**config.mk**
```make
export PLATFORM = sky130hd
export DESIGN_NAME = shift_ex_pipe
export DESIGN_NICKNAME = d
export VERILOG_FILES = /design/src/rtl/shift_pkg.sv /design/src/rtl/shifter.sv /design/src/rtl/shift_ex_pipe.sv
export SDC_FILE = /design/constraint.sdc
export NUM_CORES = 1
export LEC_CHECK = 0
export CORE_MARGIN = 3
export CORE_UTILIZATION = 46
export DETAILED_ROUTE_END_ITERATION = 12
export PLACE_DENSITY = 0.67
export SYNTH_ARGS = -nofsm -noshare
export SYNTH_HDL_FRONTEND = slang
export SYNTH_SLANG_ARGS = --single-unit
```
**constraint.sdc**
```tcl
create_clock -name clk -period 3.5 [get_ports clk]
set_input_delay 0.875 -clock clk [delete_from_list [all_inputs] [get_ports clk]]
set_output_delay 0.875 -clock clk [all_outputs]
set_load 0.05 [all_outputs]
```
**src/rtl/shift_pkg.sv**
```systemverilog
// Shared constants for the shift/rotate execute path: widths and opcodes.
package shift_pkg;

  localparam int unsigned DATA_W = 16;
  localparam int unsigned CNT_W  = 4;
  localparam int unsigned REG_W  = 3;

  // Codes 3'b101..3'b111 are unused and pass data through unchanged.
  typedef enum logic [2:0] {
    OP_ROL = 3'b000,
    OP_SLL = 3'b001,
    OP_ROR = 3'b010,
    OP_SRL = 3'b011,
    OP_SRA = 3'b100
  } shift_op_e;

endpackage

```
**src/rtl/shifter.sv**
```systemverilog
// Combinational 16-bit barrel shifter: rotates, logical shifts, arithmetic right shift.
module shifter
  import shift_pkg::*;
(
  input  logic [DATA_W-1:0] In,
  input  logic [CNT_W-1:0]  Cnt,
  input  logic [2:0]        Op,
  output logic [DATA_W-1:0] Out
);

  // Complement shift amount for rotates; Cnt=0 gives a full-width shift, i.e. zero.
  localparam logic [CNT_W:0] FULL = (CNT_W + 1)'(DATA_W);

  logic [CNT_W:0] rcnt;

  assign rcnt = FULL - {1'b0, Cnt};

  // Select the shifted/rotated form of the operand by opcode
  always_comb begin
    Out = In;
    case (Op)
      OP_ROL:  Out = (In << Cnt) | (In >> rcnt);
      OP_SLL:  Out = In << Cnt;
      OP_ROR:  Out = (In >> Cnt) | (In << rcnt);
      OP_SRL:  Out = In >> Cnt;
      OP_SRA:  Out = $signed(In) >>> Cnt;
      default: Out = In;
    endcase
  end

endmodule

```
**src/rtl/shift_ex_pipe.sv**
```systemverilog
// Two-stage shift/rotate execute pipe: S1 operand register, shared shifter, S2 result register.
// Optional result forwarding from S2 into the shifter input: define SHIFT_EX_FWD_EN.
module shift_ex_pipe
  import shift_pkg::*;
(
  input  logic              clk,
  input  logic              rst,
  input  logic              flush,
  input  logic              in_valid,
  output logic              in_ready,
  input  logic [2:0]        in_op,
  input  logic [DATA_W-1:0] in_data,
  input  logic [CNT_W-1:0]  in_cnt,
  input  logic [REG_W-1:0]  in_rs,
  input  logic              in_rs_vld,
  input  logic [REG_W-1:0]  in_rd,
  output logic              out_valid,
  input  logic              out_ready,
  output logic [DATA_W-1:0] out_data,
  output logic [REG_W-1:0]  out_rd
);

  logic              s1_valid;
  logic [2:0]        s1_op;
  logic [DATA_W-1:0] s1_data;
  logic [CNT_W-1:0]  s1_cnt;
  logic [REG_W-1:0]  s1_rd;
  logic              s2_valid;
  logic              s1_ready;
  logic              s2_ready;
  logic [DATA_W-1:0] shift_in;
  logic [DATA_W-1:0] shift_out;

  assign s2_ready  = !s2_valid || out_ready;
  assign s1_ready  = !s1_valid || s2_ready;
  assign in_ready  = s1_ready && !flush;
  assign out_valid = s2_valid;

`ifdef SHIFT_EX_FWD_EN
  logic [REG_W-1:0] s1_rs;
  logic             s1_rs_vld;

  // Forward the immediately preceding result when it writes our source register
  always_comb begin
    shift_in = s1_data;
    if (s1_valid && s1_rs_vld && s2_valid && (s1_rs == out_rd))
      shift_in = out_data;
  end

  // Source register tag for the forwarding compare
  always_ff @(posedge clk) begin
    if (rst) begin
      s1_rs     <= '0;
      s1_rs_vld <= 1'b0;
    end else if (!flush && s1_ready && in_valid) begin
      s1_rs     <= in_rs;
      s1_rs_vld <= in_rs_vld;
    end
  end
`else
  logic unused_fwd_fields;

  assign unused_fwd_fields = ^{in_rs, in_rs_vld};

  // Without forwarding the shifter always sees the latched operand
  always_comb begin
    shift_in = s1_data;
  end
`endif

  shifter u_shifter (
    .In  (shift_in),
    .Cnt (s1_cnt),
    .Op  (s1_op),
    .Out (shift_out)
  );

  // S1 operand register: load on accept, cleared by reset or flush
  always_ff @(posedge clk) begin
    if (rst) begin
      s1_valid <= 1'b0;
      s1_op    <= '0;
      s1_data  <= '0;
      s1_cnt   <= '0;
      s1_rd    <= '0;
    end else if (flush) begin
      s1_valid <= 1'b0;
    end else if (s1_ready) begin
      s1_valid <= in_valid;
      if (in_valid) begin
        s1_op   <= in_op;
        s1_data <= in_data;
        s1_cnt  <= in_cnt;
        s1_rd   <= in_rd;
      end
    end
  end

  // S2 result register: capture shifter output on transfer, hold while stalled
  always_ff @(posedge clk) begin
    if (rst) begin
      s2_valid <= 1'b0;
      out_data <= '0;
      out_rd   <= '0;
    end else if (flush) begin
      s2_valid <= 1'b0;
    end else if (s2_ready) begin
      s2_valid <= s1_valid;
      if (s1_valid) begin
        out_data <= shift_out;
        out_rd   <= s1_rd;
      end
    end
  end

endmodule

```
==> qor.txt, run 1 <==
buffer depth of the longest clock path: 2
hold_buf cts: 0
Final setup violation count: 0
max-slew violations: 0
FMAX: 313 MHz
CP Launch Type: register
Max H-tree Level: 2
FFs w/ async S/R, synth: 0%
Routability Congestion: 1.05
Hold Crit Endpoint: out_rd[0]
I/O pins: 56
WL/cell: 26.6 µm
clock latency on the worst-skew pair: 0.34 ns
Setup Fix Bufs, Post-CTS: 0
clock root cell: clkbuf_8
hold crit path type: reg -> reg
worst path cell trace: inv_1 -> ha_1 -> mux2_2 -> mux2i_1 -> a21oi_1 -> a311oi_1 -> o21ai_1
Area contributors post-synth: dfxtp_1, mux2i_1, mux4_2
initial core utilization: 48.5%
total wire length: 21700 µm
CP peak stage delay: 0.75 ns
Mean Syn Cell Area: 7.69 µm²
remaining global-route overflow: 0
Die Wd: 111 µm
clock skew: 0.0140 ns
final core utilization: 55.3%
Primary FF master, synth: dfxtp_1
largest vdd supply drop: 0.281 mV
YS warnings: 0
FF+latch count, synth: 47
final worst slack: 0.310 ns
Critical-path top delay cell: ha_1
top-count cell post-synth: nand2_1
clock transition at the registers of the reported paths: 0.11 ns
status: completed
Setup CP Type: reg -> reg
Post-synth EDFFs: 0
Critical Path End Type: register
worst min-delay path startpoint: s1_rd[0]
Rel. slew slack: 36.7%
fin crit share: 91.2%
fillcell total: 1035
CTS buffer count: 5
antenna viol nets, final: 0
TritonCTS clock tree: built
Max Cap Violations: 0
first-pass GRT wire length: 33300 µm
largest net degree at the start of global routing: 65
vias per std cell: 7.09
DRC: 0
hold depth: 2
Mapped Cells: 666
routed vias: 5799
fin nets: 716
Clock Sinks: 47
R2R cell count: 7
reg2reg start: s1_cnt[1]
reg-to-reg endpoint: out_data[7]
Post-Syn Nets: 702
drt initial violations: 748
Final TNS setup: 0 ns
Seq/Total Area, Yosys: 18.4%
top cell type's share of synthesized area: 18.4%
Die Height: 111 µm
area grow syn2layout: 14.1%
Die Area: 12400 µm²
PwrDens: 272 nW/µm²
initial antenna violation count: 0
r2r setup slk: 0.31 ns
post-CTS sizing: 0
post-synthesis cell type count: 70
cell taking the most area after synthesis: dfxtp_1
Max Fanout on Critical Path: 15
First-pass DRT Iterations: 9
hpwl dp: 15500 µm
worst slew pin tran: 0.947 ns
Leakage: 1.95 nW
final hold vios: 0
synthesized area: 5120 µm²
row count: 37
Arrival @ worst endpoint: 3.42 ns
Final min period: 3.19 ns
Final Power: 1.59 mW
PortBufs: 51
Total GRT Usage: 34.3%
share of cells above drive strength 1: 14.8%
number of global-route vias before repair: 5571
most instantiated cells after synthesis: nand2_1, nor2_1, mux2i_1
core area: 10600 µm²
required time of the critical path: 3.73 ns
Setup WS pre-CTS: 0.309 ns
RSZ-0062 raised after global routing: no
cell type report:
type | count | area, µm² | area share [%]
diodes | 1 | 2.50 | 0.0428
clock buffers | 5 | 68.8 | 1.18
clock inverters | 3 | 22.5 | 0.386
inverters | 7 | 26.3 | 0.450
multi-input cells | 535 | 3830 | 65.6
flip-flops and latches | 47 | 943 | 16.2
well taps | 136 | 170 | 2.91
repair buffers | 84 | 776 | 13.3
critical path: cells and delay by family, from the launching register on:
kind / cells / cell delay (ns)
flip-flops: 1 / 0.33
adder cells (fa/ha/maj): 1 / 0.75
AO/OA/AOI/OAI: 3 / 0.77
buffers and inverters: 1 / 0.11
multiplexers: 2 / 1.11
flip-flops by register name, indices dropped and copies added, names as in the netlist:
register	cells
out_rd	3
s1_data	16
out_valid	1
s1_valid	1
s1_op	3
out_data	16
s1_rd	3
s1_cnt	4
worst max-delay path by stage:
stage / startpoint / endpoint / cells past startpoint
floorplan: s1_cnt[0] / out_data[1] / 14
finish: s1_cnt[1] / out_data[7] / 7
detailed placement: flush / out_data[13] / 6
global placement: out_ready / out_data[13] / 7
global route: s1_cnt[1] / out_data[7] / 7
CTS: s1_cnt[1] / out_data[7] / 7
power by group:
part           internal [mW]  total [mW]  switching (mW)  leakage, nW
sequential             0.553       0.611          0.0582        0.383
combinational          0.237       0.598           0.360         1.52
clock                  0.144       0.378           0.234       0.0485
logic make-up after synthesis:
logic type | count (synthesis) | share of synthesized area [%]
and+or+nand+nor | 237 | 21.8
AOI/OAI and AO/OA | 188 | 24.5
muxes | 107 | 27.8
buffers and inverters | 84 | 6.94
DFF | 47 | 18.4
xor gates and xnor gates | 2 | 0.342
adders and majority gates | 1 | 0.244
through the flow:
| stage | instances | cell area [µm²] | hold WS, ns |
|---|---|---|---|
| 2_1_floorplan | 666 | 5120 | 0.432 |
| 3_3_place_gp | 809 | 5750 | 0.444 |
| 3_5_place_dp | 809 | 5750 | 0.447 |
| 4_1_cts | 817 | 5840 | 0.462 |
| 5_1_grt | 817 | 5840 | 0.474 |
| 6_report | 818 | 5840 | 0.462 |
per-layer routing:
metal | vias up | global-route usage [%] | share of wire, %
li1 | 2542 | - | -
met1 | 2749 | 45.6 | 40
met2 | 423 | 52.8 | 44
met3 | 85 | 8.37 | 11
met4 | 0 | 15.4 | 5.3
met5 | - | 0 | 0
layout by cell type (no fill, tap or decap), drive strengths merged, types with 24 or more instances in the layout:
| cell type | count |
|---|---|
| o21ai | 31 |
| buf | 35 |
| nor3 | 24 |
| nor2 | 68 |
| mux2i | 63 |
| a21oi | 53 |
| clkdlybuf4s50 | 49 |
| dfxtp | 47 |
| mux4 | 26 |
| nand3 | 35 |
| nand2 | 70 |
(Power assumes the default switching activity.)
==> inputs of run 2 (changes only) <==
CTS_CLUSTER_SIZE = 30   (was unset)
HOLD_SLACK_MARGIN = 0.12   (was unset)
==> results of run 2 <==
No change in the layout: final DEF, timing and power equal those of run 1.
==> inputs of run 3 (changes only) <==
PLACE_DENSITY = unset   (was 0.67)
PLACE_DENSITY_LB_ADDON = 0.08   (was unset)
==> run 3 against run 2 <==
  * Via count shrank 2.7%
  * First-iteration DRC count grew 4.5%
  * Clock power shrank 3%
  * Combinational power shrank 3.8%
  * Power shrank 1.7%
  * Non-clock buffer count shrank 4
  * Die area is the same
  * Hold slack gained 0.0033 ns
  * Core utilization shrank 0.21 points
  * Final cell count shrank 0.49%
==> qor.txt, run 3 (synthesized netlist as in run 1, its figures left out) <==
area grow syn2layout: 13.7%
crit path launch: s1_cnt[0]
Clock Sinks: 47 (unchanged)
Rel. slew slack: 42.4% (+5.8 points)
commonest non-fill, non-tap cell in the layout: nand2_1
Max Cap Violations: 0 (unchanged)
top flop regs: out_data: 16 flops, s1_data: 16 flops, s1_cnt: 4 flops
WL/cell: 24.9 µm (-6.2%)
Leakage: 1.93 nW (-1.3%)
largest vdd supply drop: 0.200 mV (-29%)
DRC: 0 (unchanged)
TritonCTS clock tree: built
reg2reg start: s1_cnt[0]
largest net degree at the start of global routing: 52 (-20%)
total wire length: 20300 µm (-6.6%)
Die Wd: 111 µm (unchanged)
PortBufs: 51 (unchanged)
Final setup violation count: 0 (unchanged)
row count: 37 (unchanged)
clock skew: 0.0208 ns (+0.00682 ns)
Critical-path top delay cell: dfxtp_2
clock latency on the worst-skew pair: 0.32 ns (-0.02 ns)
Die Height: 111 µm (unchanged)
hold crit path type: reg -> reg
initial antenna violation count: 0 (unchanged)
fin nets: 712 (-0.56%)
remaining global-route overflow: 0 (unchanged)
required time of the critical path: 3.69 ns (-0.04 ns)
initial core utilization: 48.5% (unchanged)
Max Fanout on Critical Path: 23 (+8)
drt initial violations: 782 (+4.5%)
R2R cell count: 9 (+2)
fillcell total: 1037 (+0.19%)
Final TNS setup: 0 ns (unchanged)
RSZ-0062 raised after global routing: no
post-CTS sizing: 0 (unchanged)
final core utilization: 55.1% (-0.21 points)
core area: 10600 µm² (unchanged)
worst path cell trace: inv_2 -> ha_1 -> buf_4 -> mux4_2 -> mux2i_1 -> nor3_1 -> a311o_1 -> o32ai_1 -> a311oi_1
max-slew violations: 0 (unchanged)
Setup CP Type: reg -> reg
Die Area: 12400 µm² (unchanged)
Final min period: 2.91 ns (-0.279 ns)
Critical Path End Type: register
final hold vios: 0 (unchanged)
worst slew pin tran: 0.860 ns (-0.0863 ns)
share of cells above drive strength 1: 14.3% (-0.50 points)
First-pass DRT Iterations: 5 (-4)
status: completed
hold_buf cts: 0 (unchanged)
clock transition at the registers of the reported paths: 0.10 ns (about the same)
number of global-route vias before repair: 5390 (-3.2%)
worst min-delay path startpoint: out_rd[0]
Setup Fix Bufs, Post-CTS: 0 (unchanged)
fin crit share: 83.2% (-8.0 points)
Routability Congestion: 1.01 (-3.7%)
first-pass GRT wire length: 31400 µm (-5.6%)
hpwl dp: 14700 µm (-5.0%)
vias per std cell: 6.93 (-2.2%)
Arrival @ worst endpoint: 3.11 ns (-0.31 ns)
PwrDens: 268 nW/µm² (-1.3%)
hold depth: 2 (unchanged)
CP peak stage delay: 0.46 ns (-0.29 ns)
CP Launch Type: register
antenna viol nets, final: 0 (unchanged)
routed vias: 5643 (-2.7%)
I/O pins: 56 (unchanged)
buffer depth of the longest clock path: 2 (unchanged)
Total GRT Usage: 32.2% (-2.1 points)
Max H-tree Level: 2 (unchanged)
commonest non-fill, non-tap cells in the layout: nand2_1, nor2_1, mux2i_1, a21oi_1, clkdlybuf4s50_1
clock root cell: clkbuf_8
FMAX: 344 MHz (+9.6%)
CTS buffer count: 5 (unchanged)
-- run 3: changes by cell type in the layout (fill, tap and decap cells not counted) --
cell and delta:
clkinv_2 -1, inv_6 -1, clkinvlp_4 +1, clkbuf_8 +1
buf_4 -4
-- run 3: metrics by stage --
step	instance area, µm²	setup WS, ns	hold WS, ns	total power [mW]	cells
final	5820	0.589	0.465	1.56	814
after global routing	5820	0.374	0.493	1.63	813
after CTS	5820	0.644	0.467	1.55	813
after detailed placement	5720	0.343	0.452	1.18	805
after global placement	5720	0.361	0.443	1.18	805
after floorplan	5120	0.442	0.432	0.988	666
-- run 3: final timing paths --
kind	end	slack [ns]
min reg2reg	out_rd[0]	0.47
max	out_data[11]	0.59
min	out_rd[0]	0.47
max reg2reg	out_data[11]	0.59
-- run 3: area by class of cell --
type	instances	area, µm²	area share, %
clock buffers	6	82.6	1.42
repair buffers	80	746	12.8
diodes	1	2.50	0.0430
inverters	7	26.3	0.452
clock inverters	2	16.3	0.280
multi-input cells	535	3830	65.8
flip-flops and latches	47	943	16.2
well taps	136	170	2.92
-- run 3: power breakdown --
part	leakage (nW)	internal (mW)	switching, mW
Combinational	1.50	0.236	0.339
Clock	0.0474	0.162	0.205
Sequential	0.383	0.553	0.0651
-- run 3: worst max-delay path: cells and delay by family, from the launching register on --
| family | cells | cell delay (ns) |
|---|---|---|
| AOI/OAI and AO/OA | 3 | 0.87 |
| muxes | 2 | 0.67 |
| DFF | 1 | 0.46 |
| adders and majority gates | 1 | 0.30 |
| buffers and inverters | 2 | 0.39 |
| and+or+nand+nor | 1 | 0.10 |
-- run 3: metal layers --
metal,global-route usage [%],part of all wire (%),vias up
li1,-,-,2536
met1,43.4,40,2663
met2,48.1,43,370
met3,6.58,10,74
met4,17.7,5.8,0
met5,0,0,-
